`src/rtl/countdown_timer_if.sv`:
```
`timescale 1ns/1ps
// Button/tick inputs and display/alarm outputs of the countdown timer.
// Latency: none (wires only).
// Backpressure: none; inputs are levels or one-cycle enables.
//
// Ports (slave = timer side):
//   tick, set_en, btn_start, btn_min, btn_sec, btn_clr : into the timer
//   sec0, sec1, min_bcd, running, expired, buzzer      : out of the timer
interface countdown_timer_if #(
    parameter int MIN_DIGITS = 2
);
    logic                    tick;
    logic                    set_en;
    logic                    btn_start;
    logic                    btn_min;
    logic                    btn_sec;
    logic                    btn_clr;
    logic [3:0]              sec0;
    logic [3:0]              sec1;
    logic [4*MIN_DIGITS-1:0] min_bcd;
    logic                    running;
    logic                    expired;
    logic                    buzzer;

    modport master (
        output tick, set_en, btn_start, btn_min, btn_sec, btn_clr,
        input  sec0, sec1, min_bcd, running, expired, buzzer
    );

    modport slave (
        input  tick, set_en, btn_start, btn_min, btn_sec, btn_clr,
        output sec0, sec1, min_bcd, running, expired, buzzer
    );
endinterface

```
`src/rtl/countdown_timer.sv`:
```
`timescale 1ns/1ps
// BCD MM..M:SS countdown timer with button setting, start/pause, expiry buzzer.
// Latency: tick -> digits 1 cycle; button pin -> effect 3 cycles (2 sync + edge).
// Backpressure: none; every tick and every button edge is acted on in its cycle.
//
// Ports: uclock (clock), reset (sync, active-high), tif (countdown_timer_if.slave):
//   tick/set_en/btn_* in; sec0, sec1, min_bcd, running, expired, buzzer out (all registered).
// Optional feature macro: COUNTDOWN_AUTORELOAD_EN (reload on expiry and keep running).
module countdown_timer #(
    parameter int MIN_DIGITS = 2,
    parameter int PRESET_MIN = 3,
    parameter int BUZZ_TICKS = 10
) (
    input  logic             uclock,
    input  logic             reset,
    countdown_timer_if.slave tif
);
    localparam int MW = 4 * MIN_DIGITS;
    localparam logic [7:0] BUZZ_LIM = 8'(BUZZ_TICKS);

    typedef struct packed {
        logic [MW-1:0] mins;
        logic [3:0]    s1;
        logic [3:0]    s0;
    } val_t;

    typedef enum logic [1:0] {IDLE, RUN, PAUSE, EXPIRED} state_t;

    // Constant conversion of the reset minutes into per-digit BCD.
    function automatic logic [MW-1:0] preset_bcd();
        logic [MW-1:0] r;
        int p;
        r = '0;
        p = PRESET_MIN;
        for (int i = 0; i < MIN_DIGITS; i++) begin
            r[4*i +: 4] = 4'(p % 10);
            p = p / 10;
        end
        return r;
    endfunction

    localparam logic [MW-1:0] PRESET_MINS = preset_bcd();

    // Ripple BCD +1 over the minute digits; all-nines wraps to zero.
    function automatic logic [MW-1:0] min_inc(input logic [MW-1:0] m);
        logic [MW-1:0] r;
        logic carry;
        r = m;
        carry = 1'b1;
        for (int i = 0; i < MIN_DIGITS; i++) begin
            if (carry) begin
                if (m[4*i +: 4] == 4'd9) begin
                    r[4*i +: 4] = 4'd0;
                end else begin
                    r[4*i +: 4] = m[4*i +: 4] + 4'd1;
                    carry = 1'b0;
                end
            end
        end
        return r;
    endfunction

    // Ripple BCD -1 over the minute digits; only called with minutes != 0.
    function automatic logic [MW-1:0] min_dec(input logic [MW-1:0] m);
        logic [MW-1:0] r;
        logic borrow;
        r = m;
        borrow = 1'b1;
        for (int i = 0; i < MIN_DIGITS; i++) begin
            if (borrow) begin
                if (m[4*i +: 4] == 4'd0) begin
                    r[4*i +: 4] = 4'd9;
                end else begin
                    r[4*i +: 4] = m[4*i +: 4] - 4'd1;
                    borrow = 1'b0;
                end
            end
        end
        return r;
    endfunction

    // Seconds +1 with 59 -> 00 and no carry into minutes.
    function automatic val_t sec_inc(input val_t v);
        val_t r;
        r = v;
        if (v.s0 == 4'd9) begin
            r.s0 = 4'd0;
            r.s1 = (v.s1 == 4'd5) ? 4'd0 : v.s1 + 4'd1;
        end else begin
            r.s0 = v.s0 + 4'd1;
        end
        return r;
    endfunction

    // One-second countdown step with borrow; caller guarantees value != 0.
    function automatic val_t val_dec(input val_t v);
        val_t r;
        r = v;
        if (v.s0 != 4'd0) begin
            r.s0 = v.s0 - 4'd1;
        end else begin
            r.s0 = 4'd9;
            if (v.s1 != 4'd0) begin
                r.s1 = v.s1 - 4'd1;
            end else begin
                r.s1   = 4'd5;
                r.mins = min_dec(v.mins);
            end
        end
        return r;
    endfunction

    // Button synchronisers and edge history, bit order {clr, start, min, sec}.
    logic [3:0] btn_s1, btn_s2, btn_prev;
    logic [3:0] btn_rise;
    logic       e_clr, e_start, e_min, e_sec, any_edge;

    state_t     state_q, state_n;
    val_t       val_q, val_n, reload_q, reload_n;
    logic [7:0] buzz_cnt_q, buzz_cnt_n;
    logic       running_q, running_n;
    logic       expired_q, expired_n;
    logic       buzzer_q, buzzer_n;
    logic       is_one;

    assign btn_rise = btn_s2 & ~btn_prev & {4{tif.set_en}};
    assign e_clr    = btn_rise[3];
    assign e_start  = btn_rise[2];
    assign e_min    = btn_rise[1];
    assign e_sec    = btn_rise[0];
    assign any_edge = |btn_rise;

    // The next tick would land on 00:00.
    assign is_one = (val_q.mins == '0) && (val_q.s1 == 4'd0) && (val_q.s0 == 4'd1);

    always_ff @(posedge uclock) begin
        if (reset) begin
            btn_s1     <= '0;
            btn_s2     <= '0;
            btn_prev   <= '0;
            state_q    <= IDLE;
            val_q      <= '{mins: PRESET_MINS, s1: 4'd0, s0: 4'd0};
            reload_q   <= '{mins: PRESET_MINS, s1: 4'd0, s0: 4'd0};
            buzz_cnt_q <= '0;
            running_q  <= 1'b0;
            expired_q  <= 1'b0;
            buzzer_q   <= 1'b0;
        end else begin
            btn_s1     <= {tif.btn_clr, tif.btn_start, tif.btn_min, tif.btn_sec};
            btn_s2     <= btn_s1;
            btn_prev   <= btn_s2;
            state_q    <= state_n;
            val_q      <= val_n;
            reload_q   <= reload_n;
            buzz_cnt_q <= buzz_cnt_n;
            running_q  <= running_n;
            expired_q  <= expired_n;
            buzzer_q   <= buzzer_n;
        end
    end

    always_comb begin
        state_n    = state_q;
        val_n      = val_q;
        reload_n   = reload_q;
        buzz_cnt_n = buzz_cnt_q;
        buzzer_n   = buzzer_q;
        expired_n  = 1'b0;

        case (state_q)
            IDLE: begin
                if (e_clr) begin
                    val_n = '0;
                end else if (e_start) begin
                    if (val_q != '0) begin
                        reload_n = val_q;
                        state_n  = RUN;
                    end
                end else if (e_min) begin
                    val_n.mins = min_inc(val_q.mins);
                end else if (e_sec) begin
                    val_n = sec_inc(val_q);
                end
            end

            RUN: begin
`ifdef COUNTDOWN_AUTORELOAD_EN
                if (buzzer_q && any_edge) begin
                    // A press while the alarm sounds only silences it.
                    buzzer_n = 1'b0;
                end else begin
                    if (buzzer_q && tick_in()) begin
                        buzz_cnt_n = buzz_cnt_q + 8'd1;
                        if (buzz_cnt_q + 8'd1 == BUZZ_LIM) begin
                            buzzer_n = 1'b0;
                        end
                    end
                    if (e_clr) begin
                        state_n = IDLE;
                        val_n   = reload_q;
                    end else if (e_start) begin
                        state_n = PAUSE;
                    end
                end
                if (tif.tick && (state_n != IDLE)) begin
                    if (is_one) begin
                        val_n      = reload_q;
                        expired_n  = 1'b1;
                        buzzer_n   = 1'b1;
                        buzz_cnt_n = '0;
                    end else begin
                        val_n = val_dec(val_q);
                    end
                end
`else
                if (e_clr) begin
                    state_n = IDLE;
                    val_n   = reload_q;
                end else begin
                    if (e_start) begin
                        state_n = PAUSE;
                    end
                    // Expiry wins over a simultaneous pause.
                    if (tif.tick) begin
                        if (is_one) begin
                            val_n      = '0;
                            state_n    = EXPIRED;
                            buzzer_n   = 1'b1;
                            buzz_cnt_n = '0;
                        end else begin
                            val_n = val_dec(val_q);
                        end
                    end
                end
`endif
            end

            PAUSE: begin
                if (e_clr) begin
                    state_n = IDLE;
                    val_n   = reload_q;
                end else if (e_start) begin
                    state_n = RUN;
                end
            end

            EXPIRED: begin
                if (any_edge) begin
                    state_n  = IDLE;
                    val_n    = reload_q;
                    buzzer_n = 1'b0;
                end else if (tif.tick) begin
                    buzz_cnt_n = buzz_cnt_q + 8'd1;
                    if (buzz_cnt_q + 8'd1 == BUZZ_LIM) begin
                        state_n  = IDLE;
                        val_n    = reload_q;
                        buzzer_n = 1'b0;
                    end
                end
            end

            default: begin
                state_n  = IDLE;
                buzzer_n = 1'b0;
            end
        endcase

`ifndef COUNTDOWN_AUTORELOAD_EN
        expired_n = (state_n == EXPIRED);
`endif
        running_n = (state_n == RUN);
    end

`ifdef COUNTDOWN_AUTORELOAD_EN
    function automatic logic tick_in();
        return tif.tick;
    endfunction
`endif

    assign tif.sec0    = val_q.s0;
    assign tif.sec1    = val_q.s1;
    assign tif.min_bcd = val_q.mins;
    assign tif.running = running_q;
    assign tif.expired = expired_q;
    assign tif.buzzer  = buzzer_q;
endmodule

```
`src/flat_wrapper.sv`:
```
// flat-port wrapper written by rule: the top's interface ports become plain ports
module countdown_timer_flat 
#(
    parameter int MIN_DIGITS = 2,
    parameter int PRESET_MIN = 3,
    parameter int BUZZ_TICKS = 10
)
  (uclock, reset, tif_tick, tif_set_en, tif_btn_start, tif_btn_min, tif_btn_sec, tif_btn_clr, tif_sec0, tif_sec1, tif_min_bcd, tif_running, tif_expired, tif_buzzer);
  countdown_timer_if #(.MIN_DIGITS(MIN_DIGITS)) tif_i ();
  input  logic uclock;
  input  logic reset;
  input wire logic [$bits(tif_i.tick)-1:0] tif_tick;
  input wire logic [$bits(tif_i.set_en)-1:0] tif_set_en;
  input wire logic [$bits(tif_i.btn_start)-1:0] tif_btn_start;
  input wire logic [$bits(tif_i.btn_min)-1:0] tif_btn_min;
  input wire logic [$bits(tif_i.btn_sec)-1:0] tif_btn_sec;
  input wire logic [$bits(tif_i.btn_clr)-1:0] tif_btn_clr;
  output wire logic [$bits(tif_i.sec0)-1:0] tif_sec0;
  output wire logic [$bits(tif_i.sec1)-1:0] tif_sec1;
  output wire logic [$bits(tif_i.min_bcd)-1:0] tif_min_bcd;
  output wire logic [$bits(tif_i.running)-1:0] tif_running;
  output wire logic [$bits(tif_i.expired)-1:0] tif_expired;
  output wire logic [$bits(tif_i.buzzer)-1:0] tif_buzzer;
  assign tif_i.tick = tif_tick;
  assign tif_i.set_en = tif_set_en;
  assign tif_i.btn_start = tif_btn_start;
  assign tif_i.btn_min = tif_btn_min;
  assign tif_i.btn_sec = tif_btn_sec;
  assign tif_i.btn_clr = tif_btn_clr;
  assign tif_sec0 = tif_i.sec0;
  assign tif_sec1 = tif_i.sec1;
  assign tif_min_bcd = tif_i.min_bcd;
  assign tif_running = tif_i.running;
  assign tif_expired = tif_i.expired;
  assign tif_buzzer = tif_i.buzzer;
  countdown_timer #(.MIN_DIGITS(MIN_DIGITS), .PRESET_MIN(PRESET_MIN), .BUZZ_TICKS(BUZZ_TICKS)) u_core (.uclock(uclock), .reset(reset), .tif(tif_i));
endmodule
```
`config.mk`:
```
export PLATFORM = sky130hd
export DESIGN_NAME = countdown_timer_flat
export DESIGN_NICKNAME = d
export VERILOG_FILES = /design/src/rtl/countdown_timer_if.sv /design/src/rtl/countdown_timer.sv /design/src/flat_wrapper.sv
export SDC_FILE = /design/constraint.sdc
export NUM_CORES = 1
export LEC_CHECK = 0
export BUFFER_PORTS_ARGS = -buffer_cell sky130_fd_sc_hd__buf_4
export CAP_MARGIN = 25
export CORE_ASPECT_RATIO = 1.1
export CORE_UTILIZATION = 40
export CTS_BUF_LIST = sky130_fd_sc_hd__clkbuf_4 sky130_fd_sc_hd__clkbuf_8
export CTS_CLUSTER_SIZE = 40
export DETAILED_ROUTE_END_ITERATION = 12
export GPL_TIMING_DRIVEN = 0
export SYNTH_ARGS = -nofsm -noshare
export SYNTH_HDL_FRONTEND = slang
export SYNTH_SLANG_ARGS = --single-unit
export TNS_END_PERCENT = 20
```
`constraint.sdc`:
```
create_clock -name uclock -period 6.9 [get_ports uclock]
set_input_delay 1.38 -clock uclock [delete_from_list [all_inputs] [get_ports uclock]]
set_output_delay 1.38 -clock uclock [all_outputs]
set_load 0.1 [all_outputs]
```
# == After elaboration in Yosys (flattened, before gate mapping) ==
# Cells that the tools add are included.
# word_totals
ff_bits,57
input_bits,8
output_inout_bits,19
elab_cells,140
# op_classes
add_sub_neg,9
eq_ne,29
n_mux,64
bitwise_logic,4
reduce_logical,19
# ops
operator,count
$mux W16,9
$mux W8,9
$pmux W16 S4,1
$mux W4,11
$mux W2,12
$mux W1,18
$add A4 B1 Y4 const B,4
$pmux W8 S2,1
$reduce_bool A16 Y1,1
$sub A4 B1 Y4 const B,4
$ne A3 B1 Y1 const B,5
$eq A4 B4 Y1 const B,3
$logic_not A4 Y1,3
$mux W12,1
$ne A3 B2 Y1 const B,4
$reduce_and A6 Y1,2
$reduce_and A10 Y1,1
$reduce_and A9 Y1,1
$add A8 B1 Y8 const B,1
$and A4 B4 Y4,2
$eq A8 B4 Y1 const B,1
$logic_not A8 Y1,1
$ne A2 B2 Y1 const B,4
$ne A4 B2 Y1 const B,2
18 further kinds,24

# == Longest topological paths before layout ==
# Gate-level depths: netlist (run 1).
# logic_depth
ltp_word,15
depth_mapped,10
mapped_depth_nobuf,8

# == Least setup slack after synthesis (run 1) ==
# No wires, ideal clock.
# synth_timing
kind,register to register
startpoint,"register u_core.val_q, in the netlist u_core.tif.sec0[0]"
endpoint,"register u_core.val_q, in the netlist u_core.tif.min_bcd[5]"
setup_ns,0.087
arrival_time_ns,3.082
t_required_ns,6.813
slack_ns,3.731
stages_incl_launch_ff,9
path_buffers,1
period_less_slack_ns,3.169
path_cell_list,dfxtp_1 -> ha_1 -> or3b_2 -> or4b_4 -> buf_6 -> nand3_4 -> nand3_4 -> or4_1 -> o31ai_1
# synth_between
elab_chain_cells,6
elab_cells_between_ends,11
cone_classes,eq/ne: 4; mux: 4; reduce/logical: 3
# synth_lines
item,line_no,source
"start, declared",countdown_timer.sv:119,"val_t val_q, val_n, reload_q, reload_n;"
"start signal, assigned",countdown_timer.sv:142,"val_q <= '{mins: PRESET_MINS, s1: 4'd0, s0: 4'd0};"
"start signal, assigned",countdown_timer.sv:153,val_q <= val_n;
$eq A4 B1 Y1,countdown_timer.sv:134,assign is_one = (val_q.mins == '0) && (val_q.s1 == 4'd0) && (val_q.s0 == 4'd1);
$logic_and A1 B1 Y1,countdown_timer.sv:134,
$mux W16,countdown_timer.sv:225,if (is_one) begin
$mux W16,countdown_timer.sv:224,if (tif.tick) begin
$mux W16,countdown_timer.sv:216,if (e_clr) begin
$pmux W16 S4,countdown_timer.sv:170,case (state_q)
# Parallel ways exist; a longest one is shown, timed or not. The select of a mux whose other input is x is not followed.
# A chain may end at the register's enable or synchronous reset.

# == Worst setup path in the final report (run 1) ==
# layout_timing
startpoint,input port tif_set_en
endpoint,"register u_core.val_q, in the netlist u_core.tif.sec0[3]"
# layout_between
elab_chain_cells,4
elab_cells_between_ends,14
cone_classes,eq/ne: 7; mux: 4; bitwise: 1; reduce/logical: 2
# layout_lines
item,line_no,source
"start, declared",flat_wrapper.sv:13,input wire logic [$bits(tif_i.set_en)-1:0] tif_set_en;
$and A4 B4 Y4 (*),countdown_timer.sv:126,assign btn_rise = btn_s2 & ~btn_prev & {4{tif.set_en}};
$reduce_or A4 Y1,countdown_timer.sv:131,assign any_edge = |btn_rise;
$ne A3 B1 Y1 (no source line) (tied with other cells),-,
$reduce_and A7 Y1 (no source line) or $pmux W16 S4 (tied branches),-,
# Mark *: on every way between the ends. The rest lies on a longest branch, timed or not.

==> impl_metrics.yaml, run 1 <==
status:
  status: "completed"
grt:
  grt_pass1_wl_mm: 13.8
  grt_remaining_overflow: 0
  grt_util_met3_pct: 4.42
  antenna_found_initial: 0
  grt_usage_pct: 21.0
  gr-usage-met2_pct: 32.1
  first_global_vias: 2843
  gr-usage-met1_pct: 28.0
  grt_max_degree: 11
  grt-busiest-layer: "met2"
cts:
  cts_resized: 0
  clk_pin_slew_worst_paths_ns: 0.07
  cts_num_sinks: 57
  ctsLongestPathBuffers: 2
  htreeDepth: 3
  numCtsBuffers: 9
  clock-root-buffer: "clkbuf_8"
  cts_setup_buffers: 0
  clk_latency_ns: 0.34
  cts_tree: "yes"
  ctsHoldBuffers: 0
floorplan:
  die-height_um: 97.2
  rows: 34
  dieArea_mm2: 0.00860
  initial_core_util_pct: 41.4
  die_w_um: 88.5
  coreArea_mm2: 0.00796
  io_pins: 27
pwr:
  p_total_mw: 0.934
  cellPowerDensity_mw_per_mm2: 239
  p_leak_nw: 1.61
  ir_worst_vdd_mv: 0.148
drt:
  first_pass_iters: 4
  viasPerCell: 5.60
  antenna_left: 0
  wl_per_cell_um: 15.4
  routed_wl_mm: 8.41
  post-route-drc-count: 0
  vias: 3054
  drtIter0Drc: 179
sta:
  tns_ns: 0
  holdWs_ns: 0.431
  worst_slew_pin_slew_ns: 0.732
  final_hold_viol_count: 0
  setup_viol: 0
  fin_skew_ns: 0.0105
  fin_crit_sh_pct: 47.7
  rsz0062_at_grt: "false"
  relSlewSlack_pct: 50.8
  slew_violations: 0
  min_period_ns: 3.29
  finalWorstSetupSlack_ns: 3.61
  fmax_mhz: 304
layout:
  regArea_mm2: 0.00114
  final_common_cell: "dfxtp_1"
  drive_gt1_share_pct: 14.6
  mostFrequentLayoutCells: "dfxtp_1 (57), nor2_1 (40), nand2_1 (27), a21oi_1 (27), buf_4 (25)"
  n_antenna_cell: 0
  finish.instance_area_mm2: 0.00390
  fin_nets: 454
  fillers: 789
  final_cells: 545
  area_delta_synth_final_pct: 18.5
  multi_input_area_mm2: 0.00196
  final_util_pct: 49.1
placement:
  post-place-ws_ns: 3.19
  dpl_cell_area_mm2: 0.00363
  io_buffers: 25
  gp_congestion: 0.860
  dp.cells: 529
  dp_hpwl_mm: 5.99
synthesis:
  synth_top_area_share_pct: 34.6
  yosysSeqAreaShare_pct: 34.6
  async_reset_ff_share_pct: 0
  yosys.area.top_type: "dfxtp_1"
  synth_nets: 416
  synth_edf_count: 0
  synth.cell_area_mm2: 0.00329
  synthTopCellsByArea: "dfxtp_1 (35%), mux2i_1 (5.8%), ha_1 (5.3%)"
  ys_ff_latch: 57
  yosys_most_used_dff: "dfxtp_1"
  synth_cell_type_count: 60
  synthCells: 394
  synth_area_per_cell_um2: 8.36
  yosys_warnings: 0
worst_setup_path:
  critPathMaxFanout: 10
  cp.required_ns: 7.13
  crit_type: "primary input to register"
  worst_ep_arrival_time_ns: 3.52
  cp-end-kind: "register"
  startpoint_type: "primary input"
worst_hold_path:
  hp-class: "register to register"
flow_run:
  cap_violations: 0
-- layout make-up --
cell class                 instances  area share [%]
multi-input combinational        293            50.1
sequential                        57            29.2
timing repair buffer              27            5.06
clock buffer                      11            3.88
tap                              108            3.46
clock inverter                     5            3.21
buffer                            25            3.21
inverter                          19            1.83
-- layer usage --
layer,vias to the layer above,part of all wire (%)
li1,1515,-
met1,1444,46
met2,79,47
met3,16,4.3
met4,0,2.0
met5,-,0
-- path summary, 6_finish.rpt --
check | from | end | slack, ns | cells after the start
hold reg to reg | u_core.btn_s1[3] | u_core.btn_s2[3] | 0.43 | 1
setup / recovery | tif_set_en | u_core.tif.sec0[3] | 3.61 | 9
setup reg to reg | u_core.tif.min_bcd[4] | u_core.tif.min_bcd[0] | 3.96 | 9
hold / removal | u_core.btn_s1[3] | u_core.btn_s2[3] | 0.43 | 1
-- kinds of logic after synthesis --
group | count (synthesis) | synth area share (%)
buffers and inverters | 44 | 5.96
multiplexers | 19 | 5.77
adder cells (fa/ha/maj) | 14 | 5.32
AND/OR/NAND/NOR | 151 | 24.6
XOR/XNOR | 5 | 1.33
AO/OA/AOI/OAI | 104 | 22.3
flip-flops | 57 | 34.6
-- worst max-delay path, stage by stage --
cell and delay [ns]:
buf_4 0.13, nand3b_1 0.26, nand4_1 0.16, nor3_1 0.22, o31a_1 0.17, clkbuf_1 0.37
clkbuf_1 0.46, o21ai_0 0.20, o311a_1 0.16
-- cells in the mapped netlist (all sizes together) (3+ instances only) --
| cell type | n |
|---|---|
| and3 | 4 |
| inv | 18 |
| nand2b | 8 |
| o31ai | 7 |
| dfxtp | 57 |
| nand3b | 5 |
| and3b | 3 |
| a311oi | 10 |
| o211ai | 4 |
| clkbuf | 15 |
| or4 | 3 |
| nor3 | 11 |
| o221ai | 6 |
| o21ai | 16 |
| buf | 10 |
| nand3 | 16 |
| mux2i | 19 |
| nor3b | 3 |
| nor2 | 40 |
| nor4 | 3 |
| or3b | 4 |
| a21oi | 27 |
| nor2b | 13 |
| a22oi | 4 |
| o311a | 3 |
| xnor2 | 4 |
| o21a | 3 |
| ha | 14 |
| nand2 | 28 |
| or3 | 4 |
-- flip-flops by register name (all words and copies together) (netlist names) --
signal	cells
u_core.btn_s2	4
u_core.tif.running	1
u_core.tif.min_bcd	8
u_core.tif.sec1	4
u_core.tif.expired	1
u_core.tif.sec0	4
u_core.reload_q	16
u_core.btn_prev	4
u_core.btn_s1	4
u_core.state_q	2
u_core.buzz_cnt_q	8
u_core.tif.buzzer	1
-- power breakdown --
| part | internal [mW] | switching, mW | total [mW] |
|---|---|---|---|
| registers | 0.339 | 0.0109 | 0.350 |
| clock network | 0.296 | 0.138 | 0.434 |
| logic | 0.0480 | 0.102 | 0.150 |
| total | 0.683 | 0.251 | 0.934 |
Power figures use the tool's default switching activity.
==> run 2: changes to the inputs <==
==> constraint.sdc (replaced) <==
create_clock -name uclock -period 2.65 [get_ports uclock]
set_input_delay 0.53 -clock uclock [delete_from_list [all_inputs] [get_ports uclock]]
set_output_delay 0.53 -clock uclock [all_outputs]
set_load 0.1 [all_outputs]
==> run 2 against run 1 <==
  * Final cell count down 0.18%
  * Critical path depth unchanged
  * Non-clock buffer count down 1
  * Die area unchanged
  * Clock power up 110%
  * Critical path type is now register to register
  * Global-route usage about the same
  * Sequential power rose to 2.6 times the previous value
  * First-iteration DRC count down 11%
  * Register-to-register slack worse by 3.9 ns
  * Flip-flop and latch count unchanged
  * Clock-buffer cell count unchanged
  * Clock skew down 0.0040 ns
==> impl_metrics.yaml, run 2 (synthesis gave the netlist of run 1 again) <==
floorplan:
  io_pins: 27
  rows: 34
  die_w_um: 88.5
  coreArea_mm2: 0.00796
  dieArea_mm2: 0.00860
  die-height_um: 97.2
  initial_core_util_pct: 41.4
worst_setup_path:
  r2r-end: "u_core.tif.min_bcd[5]"
  r2r_start: "u_core.tif.min_bcd[0]"
  r2r.worst_path.cells: 9
  slowest_stage: "or4b_4"
  cp-end-kind: "register"
  crit_family: "simple AND/OR/NAND/NOR gates"
  crit_type: "register to register"
  startpoint_type: "register"
  crit_cells: 9
  worst_ep_arrival_time_ns: 2.87
  r2r_slack_ns: 0.03
  critPathMaxFanout: 8
  path_cells: "inv_2 -> ha_4 -> or3b_4 -> or4b_4 -> buf_6 -> nand3_4 -> nand3_4 -> or4_1 -> o31ai_1"
  worst-path-buf-inv: 2
  max_stage_delay_ns: 0.52
  cpMostUsedCell: "nand3_4"
  cp.required_ns: 2.91
layout:
  mostFrequentLayoutCells: "dfxtp_1 (42), nor2_1 (39), nand2_1 (27), a21oi_1 (27), buf_4 (26)"
  fin_nets: 453
  final_common_cell: "dfxtp_1"
  n_antenna_cell: 0
  drive_gt1_share_pct: 22.0
  area_delta_synth_final_pct: 20.5
  largest_register: "u_core.reload_q"
  largest_reg_flops: 16
  fillers: 792
sta:
  worst_slew_pin_slew_ns: 0.701
  rsz0062_at_grt: "true"
  min_period_ns: 2.62
  fin_skew_ns: 0.00647
  setup_viol: 0
  fin_crit_sh_pct: 98.7
  finalWorstSetupSlack_ns: 0.0337
  slew_violations: 0
  holdWs_ns: 0.384
  relSlewSlack_pct: 53.3
  final_hold_viol_count: 0
  fmax_mhz: 382
pwr:
  power_switching_mw: 0.676
  p_total_mw: 2.24
  ir_worst_vdd_mv: 0.305
  pwr-share-seq_pct: 40.8
  p_clk_share_pct: 40.9
  p_leak_nw: 1.60
  swShare_pct: 30.1
  cellPowerDensity_mw_per_mm2: 565
  p_int_mw: 1.57
  p_comb_share_pct: 18.3
cts:
  clock-root-buffer: "clkbuf_8"
  ctsHoldBuffers: 0
  ctsLongestPathBuffers: 2
  cts_tree: "yes"
  htreeDepth: 3
  clk_latency_ns: 0.35
  clk_pin_slew_worst_paths_ns: 0.07
  numCtsBuffers: 9
  cts_setup_buffers: 0
  cts_num_sinks: 57
grt:
  grt_pass1_wl_mm: 13.9
  grt_remaining_overflow: 0
  grt_max_degree: 11
  grt_usage_pct: 21.0
  antenna_found_initial: 0
  first_global_vias: 2919
drt:
  wl_met1_mm: 3.91
  route.met3.wl_um: 463
  first_pass_iters: 5
  viasPerCell: 5.64
  drtIter0Drc: 159
  wl_met2_mm: 4.03
  post-route-drc-count: 0
  dr.max_layer_used: "met4"
  wl_per_cell_um: 15.8
  routed_wl_mm: 8.62
  vias: 3068
  antenna_left: 0
worst_hold_path:
  hp-class: "primary input to register"
  holdPathEnd: "u_core.btn_s1[0]"
  hold_start: "tif_btn_sec"
  hold_depth: 2
placement:
  dp_hpwl_mm: 6.05
  gp_congestion: 0.873
  io_buffers: 25
  post-place-ws_ns: -0.209
status:
  status: "completed"
flow_run:
  cap_violations: 0
## run 2: cell types whose count changed in the layout (fill, tap and decap cells not counted), moves of 2 or more
cell        previous run  this run
buf_2                  9         7
bufinv_16              4         2
clkbuf_1              15        13
clkbuf_4               0         4
clkbuf_8              11         9
clkinvlp_4             0         2
dfxtp_1               57        42
dfxtp_2                0         9
dfxtp_4                0         6
ha_1                  14        10
ha_4                   0         3
inv_1                 18        13
inv_2                  0         5
nor3b_1                3         1
## run 2: how the worst max path moves through the flow
stage,from,end
after floorplan,u_core.tif.min_bcd[1],u_core.tif.min_bcd[5]
after global placement,u_core.buzz_cnt_q[0],u_core.tif.min_bcd[0]
after detailed placement,tif_set_en,u_core.tif.sec0[2]
after CTS,u_core.tif.min_bcd[0],u_core.tif.min_bcd[5]
after global routing,u_core.buzz_cnt_q[0],u_core.tif.sec1[3]
final,u_core.tif.min_bcd[0],u_core.tif.min_bcd[5]
## run 2: power by group through the flow
stage          clock network (mW)  logic (mW)  registers (mW)
6_report                    0.919       0.410           0.915
5_1_grt                     0.963       0.437           0.920
4_1_cts                     0.928       0.399           0.914
3_5_place_dp                    0       0.389           0.933
3_3_place_gp                    0       0.388           0.931
2_1_floorplan                   0       0.194            1.04
## run 2: worst reg2reg max path, stage by stage (launching register included)
cell and delay [ns]:
dfxtp_4 0.37, inv_2 0.10, ha_4 0.16, or3b_4 0.41, or4b_4 0.52, buf_6 0.16, nand3_4 0.13, nand3_4 0.11
or4_1 0.49, o31ai_1 0.08
## run 2: timing repair
item | 4_1_cts | 5_1_grt
resized for setup | 12 | 14
gates cloned | 0 | 0
endpoints found under the setup margin | 14 | 26
pin swaps | 1 | 0
## run 2: through the flow
step	instances	cell area, um2	setup TNS [ns]	utilization (%)
after floorplan	394	3330	0	-
after global placement	527	3660	-4.11	46.0
after detailed placement	529	3670	-1.91	46.1
after CTS	545	3930	0	49.4
after global routing	544	3970	-0.0673	49.9
final	544	3970	0	49.9
## run 2: layer usage
metal | global-route usage (%) | vias up
met3 | 5.86 | 18
met4 | 8.56 | 0
li1 | - | 1518
met5 | 0 | -
met1 | 26.7 | 1447
met2 | 33.1 | 85
## run 2: cell type report
| class | count | area [um2] | area share, % |
|---|---|---|---|
| multi-input cells | 293 | 2040 | 51.4 |
| flip-flops and latches | 57 | 1170 | 29.6 |
| repair buffers | 27 | 198 | 4.98 |
| clock buffers | 11 | 139 | 3.50 |
| well taps | 108 | 135 | 3.40 |
| plain buffers | 24 | 130 | 3.28 |
| clock inverters | 5 | 80.1 | 2.02 |
| inverters | 19 | 71.3 | 1.80 |
